File: src/rtl/pio_in_debounce_irq.sv
// Avalon-MM input PIO: synchronised, debounced inputs with edge capture and
// a masked level interrupt. Registers: 0 data, 1 irq_mask, 2 edge_capture
// (write-1-to-clear), 3 synchronised raw input.
module pio_in_debounce_irq #(
  parameter int unsigned WIDTH           = 5,
  parameter int unsigned SYNC_STAGES     = 2,
  parameter int unsigned DEBOUNCE_CYCLES = 4,
  parameter int unsigned EDGE_MODE       = 0
) (
  input  logic             clk,
  input  logic             reset,
  input  logic [1:0]       address,
  input  logic             write,
  input  logic [31:0]      writedata,
  output logic [31:0]      readdata,
  input  logic [WIDTH-1:0] in_port,
  output logic             irq
);

  typedef enum logic [1:0] {
    EDGE_RISE = 2'd0,
    EDGE_FALL = 2'd1,
    EDGE_ANY  = 2'd2
  } edge_mode_e;

  typedef enum logic [1:0] {
    REG_DATA = 2'd0,
    REG_MASK = 2'd1,
    REG_EDGE = 2'd2,
    REG_RAW  = 2'd3
  } reg_addr_e;

  localparam edge_mode_e  MODE     = edge_mode_e'(EDGE_MODE[1:0]);
  localparam int unsigned CW       = $clog2(DEBOUNCE_CYCLES) + 1;
  localparam logic [CW-1:0] CNT_LAST = CW'(DEBOUNCE_CYCLES - 1);

  logic [WIDTH-1:0] sync_q [SYNC_STAGES];
  logic [WIDTH-1:0] sync_d [SYNC_STAGES];
  logic [WIDTH-1:0] sync_out;

  logic [CW-1:0]    cnt_q [WIDTH];
  logic [CW-1:0]    cnt_d [WIDTH];
  logic [WIDTH-1:0] deb_q;
  logic [WIDTH-1:0] deb_d;
  logic [WIDTH-1:0] edge_ev;

  logic [WIDTH-1:0] cap_q;
  logic [WIDTH-1:0] cap_d;
  logic [WIDTH-1:0] clr;
  logic [WIDTH-1:0] mask_q;
  logic [WIDTH-1:0] mask_d;
  logic [31:0]      readdata_q;
  logic [31:0]      readdata_d;
  logic             irq_q;
  logic             irq_d;

  // Upper writedata bits are architecturally ignored when WIDTH < 32.
  logic [31:0]      wdata_unused;
  assign wdata_unused = writedata;

  assign sync_out = sync_q[SYNC_STAGES-1];
  assign readdata = readdata_q;
  assign irq      = irq_q;

  // Synchroniser shift chain
  always_comb begin
    sync_d[0] = in_port;
    for (int unsigned s = 1; s < SYNC_STAGES; s++) begin
      sync_d[s] = sync_q[s-1];
    end
  end

  // Per-bit debounce: accept a new level after DEBOUNCE_CYCLES disagreeing cycles
  always_comb begin
    deb_d = deb_q;
    for (int unsigned i = 0; i < WIDTH; i++) begin
      cnt_d[i] = '0;
      if (sync_out[i] != deb_q[i]) begin
        if (cnt_q[i] == CNT_LAST) begin
          deb_d[i] = sync_out[i];
        end else begin
          cnt_d[i] = cnt_q[i] + 1'b1;
        end
      end
    end
  end

  // Edge events qualified by the configured edge mode
  always_comb begin
    case (MODE)
      EDGE_FALL: edge_ev = deb_q & ~deb_d;
      EDGE_ANY:  edge_ev = deb_q ^ deb_d;
      default:   edge_ev = deb_d & ~deb_q;
    endcase
  end

  // Register writes, edge capture, irq and read mux.
  // Read mux and irq use current register contents, so a same-cycle write is
  // not visible until the following read.
  always_comb begin
    clr    = '0;
    mask_d = mask_q;
    if (write) begin
      case (reg_addr_e'(address))
        REG_MASK: mask_d = writedata[WIDTH-1:0];
        REG_EDGE: clr    = writedata[WIDTH-1:0];
        default:  ;
      endcase
    end
    cap_d = (cap_q & ~clr) | edge_ev;
    irq_d = |(cap_q & mask_q);
    readdata_d = '0;
    case (reg_addr_e'(address))
      REG_DATA: readdata_d[WIDTH-1:0] = deb_q;
      REG_MASK: readdata_d[WIDTH-1:0] = mask_q;
      REG_EDGE: readdata_d[WIDTH-1:0] = cap_q;
      default:  readdata_d[WIDTH-1:0] = sync_out;
    endcase
  end

  // Input path state: synchroniser, debounce counters, debounced value
  always_ff @(posedge clk or posedge reset) begin
    if (reset) begin
      for (int unsigned s = 0; s < SYNC_STAGES; s++) begin
        sync_q[s] <= '0;
      end
      for (int unsigned i = 0; i < WIDTH; i++) begin
        cnt_q[i] <= '0;
      end
      deb_q <= '0;
    end else begin
      sync_q <= sync_d;
      cnt_q  <= cnt_d;
      deb_q  <= deb_d;
    end
  end

  // Register file and bus-side outputs
  always_ff @(posedge clk or posedge reset) begin
    if (reset) begin
      cap_q      <= '0;
      mask_q     <= '0;
      readdata_q <= '0;
      irq_q      <= 1'b0;
    end else begin
      cap_q      <= cap_d;
      mask_q     <= mask_d;
      readdata_q <= readdata_d;
      irq_q      <= irq_d;
    end
  end

endmodule

File: config.mk
export PLATFORM = sky130hd
export DESIGN_NAME = pio_in_debounce_irq
export DESIGN_NICKNAME = d
export VERILOG_FILES = /design/src/rtl/pio_in_debounce_irq.sv
export SDC_FILE = /design/constraint.sdc
export NUM_CORES = 1
export LEC_CHECK = 0
export ABC_AREA = 1
export BUFFER_PORTS_ARGS = -buffer_cell sky130_fd_sc_hd__buf_2
export CORE_AREA = 2 2 66 68
export CTS_CLUSTER_DIAMETER = 80
export DETAILED_ROUTE_END_ITERATION = 7
export DIE_AREA = 0 0 68 70
export GPL_TIMING_DRIVEN = 0
export PLACE_DENSITY = 0.82
export SETUP_SLACK_MARGIN = 0.15
export SYNTH_ARGS = -nofsm -noshare
export SYNTH_HDL_FRONTEND = slang
export SYNTH_SLANG_ARGS = --single-unit
File: constraint.sdc
create_clock -name clk -period 2.5 [get_ports clk]
set_clock_uncertainty 0.1 [all_clocks]
set_input_delay 0.125 -clock clk [delete_from_list [all_inputs] [get_ports clk]]
set_output_delay 0.125 -clock clk [all_outputs]
set_load 0.05 [all_outputs]
==> impl_metrics.xml <==
<?xml version="1.0" encoding="UTF-8"?>
<metrics>
  <group name="outcome">
    <metric name="run_status" unit="">finished, final reports clean</metric>
  </group>
  <group name="synthesis">
    <metric name="yosys.cell_types.count" unit="">16</metric>
    <metric name="synth_seq_cells" unit="">46</metric>
    <metric name="post_synthesis_cell_area" unit="mm2">0.00205</metric>
    <metric name="yosys_warning_count" unit="">0</metric>
    <metric name="ys_seq_area_share" unit="%">56.0</metric>
    <metric name="postSynth.asyncResetShare" unit="%">100</metric>
    <metric name="ys.flop_type" unit="">dfrtp_1</metric>
    <metric name="syn-instance-count" unit="">224</metric>
    <metric name="synth-edff-count" unit="">0</metric>
    <metric name="synth.avg_cell_area" unit="um2">9.17</metric>
  </group>
  <group name="cells_and_area">
    <metric name="n_antenna_cell" unit="">0</metric>
    <metric name="final_layout_size_suffix_gt1_share" unit="%">21.2</metric>
    <metric name="synthToLayoutAreaGrowth" unit="%">23.1</metric>
    <metric name="commonest_non_fill_non_tap_cell_in_the_layout" unit="">nand2_1</metric>
    <metric name="final_nets" unit="">336</metric>
    <metric name="layout.cells.non_filler" unit="">340</metric>
    <metric name="mostFrequentLayoutCells" unit="">nand2_1 (55), dfrtp_1 (46), buf_4 (27), conb_1 (27), buf_2 (22)</metric>
  </group>
  <group name="pwr">
    <metric name="vdd.ir_drop.worst" unit="mV">0.339</metric>
    <metric name="power.density" unit="mW/mm2">853</metric>
    <metric name="share_clk_of_total_power" unit="%">20.2</metric>
    <metric name="power.sequential.fraction" unit="%">48.3</metric>
    <metric name="p_comb_share" unit="%">31.5</metric>
    <metric name="swShare" unit="%">36.1</metric>
    <metric name="power.leakage" unit="nW">1.37</metric>
    <metric name="internal_power" unit="W">0.00138</metric>
    <metric name="netSwitchingPower" unit="W">0.000779</metric>
  </group>
  <group name="flow_run">
    <metric name="drv_cap" unit="">0</metric>
  </group>
  <group name="placed_design">
    <metric name="dp_slack" unit="ns">1.35</metric>
    <metric name="detailed_place_hpwl" unit="um">2350</metric>
    <metric name="place.gp.congestion" unit="">0.860</metric>
    <metric name="dpl.cell_count" unit="">323</metric>
    <metric name="buffer_ports.inserted" unit="">20</metric>
  </group>
  <group name="cts">
    <metric name="cts_resized" unit="">0</metric>
    <metric name="post-cts-setup-buffer-count" unit="">0</metric>
    <metric name="cts_buffer_depth" unit="">2</metric>
    <metric name="tritoncts" unit="">yes</metric>
    <metric name="cts-hold-fix-buffers" unit="">11</metric>
    <metric name="worst_setup_hold_path_clk_slew" unit="ns">0.08</metric>
    <metric name="cts_num_sinks" unit="">46</metric>
    <metric name="clock_insertion_delay_worst_skew" unit="ns">0.29</metric>
    <metric name="tritoncts_buffers" unit="">5</metric>
    <metric name="clock_tree.htree_level_count" unit="">2</metric>
    <metric name="clockRootBuffer" unit="">clkbuf_8</metric>
  </group>
  <group name="global_routing">
    <metric name="largest_net_degree_at_the_start_of_global_routing" unit="">36</metric>
    <metric name="grt_antenna_before_repair" unit="">0</metric>
    <metric name="globalRoute.totalOverflow" unit="">0</metric>
    <metric name="grt_first_pass_wirelength" unit="um">5530</metric>
    <metric name="grt.total_usage" unit="%">15.6</metric>
    <metric name="first_global_vias" unit="">1333</metric>
  </group>
  <group name="detailed_routing">
    <metric name="vias" unit="">1482</metric>
    <metric name="route.detailed.drc" unit="">0</metric>
    <metric name="post_drt_wl_per_cell" unit="um">9.66</metric>
    <metric name="detailedRoute.firstPassIterationCount" unit="">4</metric>
    <metric name="drt_iter0_drc" unit="">106</metric>
    <metric name="wire_length_after_detailed_routing" unit="um">3290</metric>
    <metric name="vias_per_cell" unit="">4.36</metric>
    <metric name="antenna_left" unit="">0</metric>
  </group>
  <group name="sta">
    <metric name="timing.final.max_slew_violations" unit="">0</metric>
    <metric name="timing.final.crit_period" unit="ns">1.15</metric>
    <metric name="fin_setup_tns" unit="ns">0</metric>
    <metric name="top_achievable_clock_speed" unit="MHz">867</metric>
    <metric name="grt_setup_unrepaired" unit="">false</metric>
    <metric name="setup_violations" unit="">0</metric>
    <metric name="postLayoutSetupSlackWorst" unit="ns">1.35</metric>
    <metric name="timing.final.crit_share" unit="%">46.2</metric>
    <metric name="finalHoldViolations" unit="">0</metric>
  </group>
  <group name="die">
    <metric name="core" unit="mm2">0.00414</metric>
    <metric name="boundaryPins" unit="">75</metric>
    <metric name="die_area" unit="mm2">0.00476</metric>
    <metric name="die_w" unit="um">68</metric>
    <metric name="die_height" unit="um">70</metric>
    <metric name="std_cell_rows" unit="">24</metric>
    <metric name="initial_utilization" unit="%">49.6</metric>
  </group>
  <group name="setup_path">
    <metric name="crit_path_top_delay_cell" unit="">dfrtp_1</metric>
    <metric name="max_stage_delay" unit="ns">0.36</metric>
    <metric name="crit_type" unit="">reg -&gt; reg</metric>
    <metric name="cp_data_required_time" unit="ns">2.57</metric>
    <metric name="critPathLaunchType" unit="">register</metric>
    <metric name="cp_max_fo" unit="">4</metric>
    <metric name="crit_path_end_kind" unit="">register</metric>
    <metric name="worst-endpoint-arrival" unit="ns">1.23</metric>
    <metric name="crit_chain" unit="">ha_1 &gt; inv_1 &gt; nor2_1 &gt; inv_1 &gt; nand2_1 &gt; nor2_1</metric>
    <metric name="path_delay_family" unit="">flip-flops</metric>
    <metric name="cp.buffers_inverters" unit="">2</metric>
  </group>
  <group name="hold_path">
    <metric name="min_path_type" unit="">in -&gt; reg</metric>
  </group>
</metrics>
-- stage by stage --
step | cell area (um2) | utilization, % | hold WS (ns) | power, W
finish | 2530 | 61.1 | 0.0956 | 0.00216
global route | 2530 | 61.1 | 0.104 | 0.00233
CTS | 2530 | 61.1 | 0.0832 | 0.00218
detailed placement | 2340 | 56.4 | -0.0204 | 0.00173
global placement | 2320 | 55.9 | 0.133 | 0.00169
floorplan | 2150 | - | 0.0564 | 0.00159
-- cell type report --
class	count	area, um2
buffer	29	213
clock buffer	6	82.6
fill	367	1610
inverter	24	90.1
multi-input combinational	151	698
sequential	46	1150
tap	52	65.1
timing repair buffer	32	230
-- cells in the mapped netlist, types with 2 or more instances --
cell type  number  area (um2)
nand2_1        55         206
buf_2           2        10.0
o21ai_1         5        25.0
buf_4          27         203
nand4_1         6        37.5
nor2_1         21        78.8
xnor2_1         5        43.8
nand3_1        20         100
inv_1          21        78.8
ha_1            5        62.6
dfrtp_1        46        1150
o21ai_0         5        25.0
inv_2           3        11.3
-- routing by layer --
layer  wire length (um)  vias up  part of all wire [%]  track usage [%]
li1                   -      770                     -                -
met5                  0        -                     0                0
met1               1410      660                    43             19.4
met3                243        2                   7.4             5.48
met2               1600       50                    49             25.1
met4                 32        0                  0.97             4.67
-- path summary, 6_finish.rpt --
| check | slack (ns) | cells after the start | startpoint | end |
|---|---|---|---|---|
| setup reg to reg | 1.35 | 6 | cnt_q[3] | cnt_q[3] |
| hold / removal | 0.1 | 4 | write | cap_q[4] |
| max in group asynchronous | 1.63 | 4 | reset | cnt_q[14] |
| min in group asynchronous | 0.21 | 3 | reset | sync_d[2] |
| hold reg to reg | 0.25 | 0 | sync_d[1] | sync_out[1] |
| setup / recovery | 1.35 | 6 | cnt_q[3] | cnt_q[3] |
-- worst reg2reg max path, cell delays in order (launching register included) --
cell     delay (ns)
dfrtp_1        0.36
ha_1           0.15
inv_1          0.05
nor2_1         0.19
inv_1          0.09
nand2_1        0.06
nor2_1         0.04
-- power by group through the flow --
| stage | Sequential, W | Clock, W | Combinational (W) |
|---|---|---|---|
| final | 0.00104 | 0.000436 | 0.000679 |
| after global routing | 0.00106 | 0.000478 | 0.000784 |
| after CTS | 0.00104 | 0.000453 | 0.000688 |
| after detailed placement | 0.00106 | 0 | 0.000674 |
| after global placement | 0.00105 | 0 | 0.000648 |
| after floorplan | 0.00114 | 0 | 0.000452 |
-- flip-flops by register name, summed over array words and instances (netlist names) --
| register | flops |
|---|---|
| cap_q | 5 |
| cnt_q | 15 |
| deb_q | 5 |
| irq | 1 |
| mask_q | 5 |
| readdata | 5 |
| sync_d | 5 |
| sync_out | 5 |
-- cells by family after synthesis --
family          count (synthesis)  share of synthesized area, %
buf+inv                        53                          14.7
compound gates                 11                          2.80
simple gates                  103                          21.1
flops                          46                          56.0
fa+ha+maj                       5                          3.05
xor+xnor                        5                          2.13
other cells                     1                         0.183
(Power assumes the default switching activity.)
